`config.mk`:
```
export PLATFORM = sky130hd
export DESIGN_NAME = fcmp_pipe
export DESIGN_NICKNAME = d
export VERILOG_FILES = /design/src/rtl/fpu_pkg.sv /design/src/rtl/fcmp_classify.sv /design/src/rtl/fcmp_pipe.sv
export SDC_FILE = /design/constraint.sdc
export NUM_CORES = 1
export LEC_CHECK = 0
export CORE_UTILIZATION = 45
export DETAILED_ROUTE_END_ITERATION = 12
export PLACE_DENSITY_LB_ADDON = 0.3
export SYNTH_ARGS = -nofsm -noshare
export SYNTH_HDL_FRONTEND = slang
export SYNTH_SLANG_ARGS = --single-unit
```
`constraint.sdc`:
```
create_clock -name clk -period 3.2 [get_ports clk]
set_input_delay 0.48 -clock clk [delete_from_list [all_inputs] [get_ports clk]]
set_output_delay 0.48 -clock clk [all_outputs]
set_load 0.005 [all_outputs]
```
`src/rtl/fpu_pkg.sv`:
```
// -----------------------------------------------------------------------------
// fpu_pkg
// Shared FPU definitions: compare-mode encoding and default field widths.
// -----------------------------------------------------------------------------
package fpu_pkg;

  typedef enum logic [1:0] {
    FLE = 2'b00,
    FLT = 2'b01,
    FEQ = 2'b10,
    RSV = 2'b11
  } fcmp_op_t;

  localparam int FP_EXP_W = 8;
  localparam int FP_MAN_W = 23;

endpackage

```
`src/rtl/fcmp_classify.sv`:
```
// -----------------------------------------------------------------------------
// fcmp_classify
// Purely combinational classification of one floating-point operand.
//
// Ports:
//   a      in  1+EXP_W+MAN_W  operand {sign, exponent, mantissa}
//   isnan  out 1              exponent all ones, mantissa non-zero
//   issnan out 1              NaN whose mantissa MSB (quiet bit) is clear
//   iszero out 1              exponent and mantissa both zero (either sign)
// -----------------------------------------------------------------------------
module fcmp_classify
  import fpu_pkg::*;
#(
  parameter int EXP_W = FP_EXP_W,
  parameter int MAN_W = FP_MAN_W
) (
  input  logic [EXP_W+MAN_W:0] a,
  output logic                 isnan,
  output logic                 issnan,
  output logic                 iszero
);

  logic [EXP_W-1:0] exp_f;
  logic [MAN_W-1:0] man_f;
  logic             exp_ones;

  assign exp_f    = a[EXP_W+MAN_W-1:MAN_W];
  assign man_f    = a[MAN_W-1:0];
  assign exp_ones = &exp_f;

  assign isnan  = exp_ones && (|man_f);
  assign issnan = isnan && !man_f[MAN_W-1];
  assign iszero = !(|exp_f) && !(|man_f);

endmodule

```
`src/rtl/fcmp_pipe.sv`:
```
// -----------------------------------------------------------------------------
// fcmp_pipe
// Two-stage pipelined floating-point comparator (FLE / FLT / FEQ) with
// signed-zero and NaN handling, valid/ready backpressure and a pass-through tag.
//
// Ports:
//   clk, rst          clock, synchronous active-high reset
//   in_valid/in_ready operation handshake (accept on in_valid && in_ready)
//   x1, x2            operands, W = 1 + EXP_W + MAN_W bits
//   op                compare mode (00 FLE, 01 FLT, 10 FEQ, 11 reserved)
//   tag_in            opaque tag carried with the operation
//   out_valid         result valid (S2 valid bit)
//   out_ready         consumer takes result on out_valid && out_ready
//   y                 compare result
//   tag_out           tag of the operation in S2
//   invalid           invalid-operation flag
//
// Handshake: a transfer happens on a rising edge where valid && ready are both
// high; a producer holding valid keeps its payload stable until it is taken,
// and ready may depend combinationally on the downstream ready (no skid
// buffer), so in_ready follows out_ready within the same cycle.
// -----------------------------------------------------------------------------
module fcmp_pipe
  import fpu_pkg::*;
#(
  parameter int EXP_W = FP_EXP_W,
  parameter int MAN_W = FP_MAN_W,
  parameter int TAG_W = 5
) (
  input  logic                 clk,
  input  logic                 rst,
  input  logic                 in_valid,
  output logic                 in_ready,
  input  logic [EXP_W+MAN_W:0] x1,
  input  logic [EXP_W+MAN_W:0] x2,
  input  logic [1:0]           op,
  input  logic [TAG_W-1:0]     tag_in,
  output logic                 out_valid,
  input  logic                 out_ready,
  output logic                 y,
  output logic [TAG_W-1:0]     tag_out,
  output logic                 invalid
);

  localparam int W = 1 + EXP_W + MAN_W;

  // Stage-0 classification of the raw operands.
  logic nan1, nan2, snan1, snan2, zero1, zero2;

  fcmp_classify #(.EXP_W(EXP_W), .MAN_W(MAN_W)) u_cls1 (
    .a      (x1),
    .isnan  (nan1),
    .issnan (snan1),
    .iszero (zero1)
  );

  fcmp_classify #(.EXP_W(EXP_W), .MAN_W(MAN_W)) u_cls2 (
    .a      (x2),
    .isnan  (nan2),
    .issnan (snan2),
    .iszero (zero2)
  );

  // Unsigned compare of {exponent, mantissa}: IEEE encoding makes magnitude
  // order identical to integer order of these bits.
  logic mag_lt, mag_eq;
  assign mag_lt = x1[W-2:0] <  x2[W-2:0];
  assign mag_eq = x1[W-2:0] == x2[W-2:0];

  // S1 registers
  logic             s1_valid;
  logic             s1_nan1, s1_nan2, s1_snan1, s1_snan2, s1_bothzero;
  logic             s1_sign1, s1_sign2;
  logic             s1_lt, s1_eq;
  fcmp_op_t         s1_op;
  logic [TAG_W-1:0] s1_tag;

  // S2 valid; the S2 payload registers are the outputs y/invalid/tag_out.
  logic s2_valid;

  logic s2_free, s1_adv, accept;

  assign s2_free   = !s2_valid || out_ready;
  assign s1_adv    = s1_valid && s2_free;
  assign in_ready  = !s1_valid || s2_free;
  assign accept    = in_valid && in_ready;
  assign out_valid = s2_valid;

  // Result computation from the S1 snapshot.
  logic any_nan, any_snan, ord_eq, ord_lt;
  logic res_y, res_inv;

  always_comb begin
    any_nan  = s1_nan1 || s1_nan2;
    any_snan = s1_snan1 || s1_snan2;
    // +0 and -0 are equal; otherwise equality needs identical bit patterns.
    ord_eq   = s1_bothzero || ((s1_sign1 == s1_sign2) && s1_eq);

    ord_lt = 1'b0;
    if (s1_bothzero) begin
      ord_lt = 1'b0;
    end else if (s1_sign1 != s1_sign2) begin
      ord_lt = s1_sign1;
    end else if (!s1_sign1) begin
      ord_lt = s1_lt;
    end else begin
      // Both negative: the larger magnitude is the smaller value.
      ord_lt = !s1_lt && !s1_eq;
    end

    res_y   = 1'b0;
    res_inv = 1'b0;
    unique case (s1_op)
      FLE: begin
        res_y   = !any_nan && (ord_lt || ord_eq);
        res_inv = any_nan;
      end
      FLT: begin
        res_y   = !any_nan && ord_lt;
        res_inv = any_nan;
      end
      FEQ: begin
        res_y   = !any_nan && ord_eq;
        res_inv = any_snan;
      end
      RSV: begin
        res_y   = 1'b0;
        res_inv = 1'b0;
      end
      default: begin
        res_y   = 1'b0;
        res_inv = 1'b0;
      end
    endcase
  end

  // Valid bits and output registers.
  always_ff @(posedge clk) begin
    if (rst) begin
      s1_valid <= 1'b0;
      s2_valid <= 1'b0;
      y        <= 1'b0;
      invalid  <= 1'b0;
      tag_out  <= '0;
    end else begin
      // A new accept overwrites S1 even while S1 advances: no bubble.
      if (accept) begin
        s1_valid <= 1'b1;
      end else if (s1_adv) begin
        s1_valid <= 1'b0;
      end

      if (s2_free) begin
        s2_valid <= s1_valid;
      end

      // Payload only changes when a real operation moves in, so the outputs
      // stay stable under stall.
      if (s1_adv) begin
        y       <= res_y;
        invalid <= res_inv;
        tag_out <= s1_tag;
      end
    end
  end

  // S1 datapath: loaded only on accept, qualified by s1_valid elsewhere.
  always_ff @(posedge clk) begin
    if (accept) begin
      s1_nan1     <= nan1;
      s1_nan2     <= nan2;
      s1_snan1    <= snan1;
      s1_snan2    <= snan2;
      s1_bothzero <= zero1 && zero2;
      s1_sign1    <= x1[W-1];
      s1_sign2    <= x2[W-1];
      s1_lt       <= mag_lt;
      s1_eq       <= mag_eq;
      s1_op       <= fcmp_op_t'(op);
      s1_tag      <= tag_in;
    end
  end

endmodule

```
==> metrics <==
H-tree depth=1; type of the worst min-delay path=reg -> reg; worst slack, placed=0.824 ns; # fillers=337; Synth async-reset ratio=0%; initial DRC count=61; Detail Placement HPWL=4.32 mm; layer with the highest usage=met2; PostCTS Resize Cnt=0; vias in the first global route=1872; RSZ-0062 raised after global routing=no; Max rail drop VDD=154 uV; Die ar.=4510 um2; Critical Path Start Type=input port; row count=23; Root Buffer=clkbuf_8; first-pass GRT wire length=7.91 mm; Global Route met1 Usage=27.2%; cell taking the most area after synthesis=edfxtp_1; Slew headroom=between 50 and 60%; power per cell area=286 nW/um2; largest net degree at the start of global routing=17; Final Cycle Share=66.9%; Leak=1.19 nW; Synthesized Nets=321; GRT Total Usage=23.1%; MaxCap Viol Count=0; Synth top area share=25.1%; IO Pins=84; Mean Syn Cell Area=approximately 9 um2; worst skew pair latency=0.27 ns; Placed Cells=343; Multi-input gate area=1120 um2; total grt overflow=0; Sequential cell area=661 um2; final setup fails=0; Crit Path Category=in -> out; Worst Path Max Fanout=4; number of synthesized flops with an enable pin=16; DR WL/cell=between 10 and 15 um; ys flop type=edfxtp_1; Ys Warns=0; antenna viol nets, final=0; initial antenna violation count=0; Critical Path AT=1.66 ns; synthesized area=1910 um2; Routed WL=4.88 mm; Final WS setup=1.06 ns; commonest cells in the netlist=ha_1 (34), inv_1 (33), nor2_1 (20), nor4_1 (20), edfxtp_1 (16); main area contributors after synthesis=edfxtp_1 (25%), ha_1 (22%), dfxtp_1 (9.4%), nor4_1 (6.5%), inv_1 (6.5%); number of setup buffers added after CTS=0; clock buffer depth=2; Seq cells post-synth=25; Final Slew Violations=0; crit path time final=about 2.1 ns; Synth-to-Final Area Change=48.7%; CP endpoint kind=primary output; Remaining DRCs=0; layout net count=~400; run status=complete, no violations; most numerous cell in the Yosys netlist=ha_1; Die H=67.2 um; TNS Setup=0 ns; clk_skew=roughly 0.0024 ns; hold buffer count at cts=0; endpoints failing hold=0; R2R Setup Slk=1.69 ns; Port Buffers=83; CP required=2.72 ns; met2 Usage GRT=43.3%; post-synthesis sequential area ratio=34.6%; grt met3 use=2.03%; top flop regs=s1_tag: 5 flops, tag_out: 5 flops, s1_op: 2 flops; ant diodes=0; total number of vias=1900; DR vias/cell=5.48; drt first pass iters=4; Layout Cells excl Fill=347; CTS tree=built; worst slew pin tran=0.703 ns; layout cell share with drive strength beyond 1=3.03%; Starting Density=47.5%; max frequency=467 MHz; Synth cell types=33; clock-pin slew on the worst setup and hold paths=roughly 0.090 ns; clk sink count=25; overall die width=67.2 um; clock buffer count from CTS=3; GP Congestion=0.901; core area=4030 um2; Post-Synthesis Cells=212
critical path, stage by stage:
cell,delay [ns]
clkdlybuf4s50_1,0.41
nor2b_1,0.22
nand2_1,0.10
clkdlybuf4s50_1,0.45
final timing paths:
kind / startpoint / end / depth (start not counted)
setup / recovery: out_ready / in_ready / 4
hold / removal: s1_tag[0]$_DFFE_PP_ / tag_out[0]$_SDFFE_PP0P_ / 2
setup reg to reg: out_valid$_SDFFE_PP0P_ / s1_op[0]$_DFFE_PP_ / 3
hold reg to reg: s1_tag[0]$_DFFE_PP_ / tag_out[0]$_SDFFE_PP0P_ / 2
power by group:
group | switching [mW] | internal [mW]
clock | 0.101 | 0.0882
sequential | 0.00823 | 0.361
combinational | 0.106 | 0.147
total | 0.216 | 0.596
layout by cell type, fill, tap and decap left out, types with 9 or more instances in the layout:
| master | netlist | final |
|---|---|---|
| nand2_1 | 10 | 10 |
| inv_1 | 33 | 33 |
| a21oi_1 | 11 | 11 |
| nor2_1 | 20 | 20 |
| edfxtp_1 | 16 | 16 |
| dfxtp_1 | 9 | 9 |
| nand4_1 | 14 | 14 |
| nor4_1 | 20 | 20 |
| clkdlybuf4s50_1 | 0 | 83 |
| ha_1 | 34 | 34 |
kinds of logic (layout without fill, tap and decap cells):
family	Yosys count	count (layout)	synth area share, %
and+or+nand+nor	79	79	21.9
buffers and inverters	35	120	7.07
adders and majority gates	34	34	22.3
AOI/OAI and AO/OA	33	33	11.1
DFF	25	25	34.6
muxes	5	5	2.62
xor gates and xnor gates	1	1	0.458
routing by layer:
layer  routed length [um]  vias to the layer above
met5                    0                        -
met4                   78                        0
met3                  175                        8
met2                 2540                       57
met1                 2090                      881
li1                     -                      954
layout make-up:
class                   instances  share of cell area [%]
well taps                      50                    2.20
repair buffers                 83                    29.2
multi-input cells             152                    39.3
clock inverters                 1                   0.264
inverters                      33                    4.36
clock buffers                   3                    1.45
flip-flops and latches         25                    23.2
stage by stage:
stage	hold slack [ns]	power (mW)	instance area, um2	util, %
global placement	0.458	0.622	2790	69.3
CTS	0.499	0.814	2840	70.6
detailed placement	0.478	0.629	2790	69.3
floorplan	0.453	0.485	1910	-
global route	0.516	0.855	2840	70.6
finish	0.491	0.812	2840	70.6
Power figures use the tool's default switching activity.
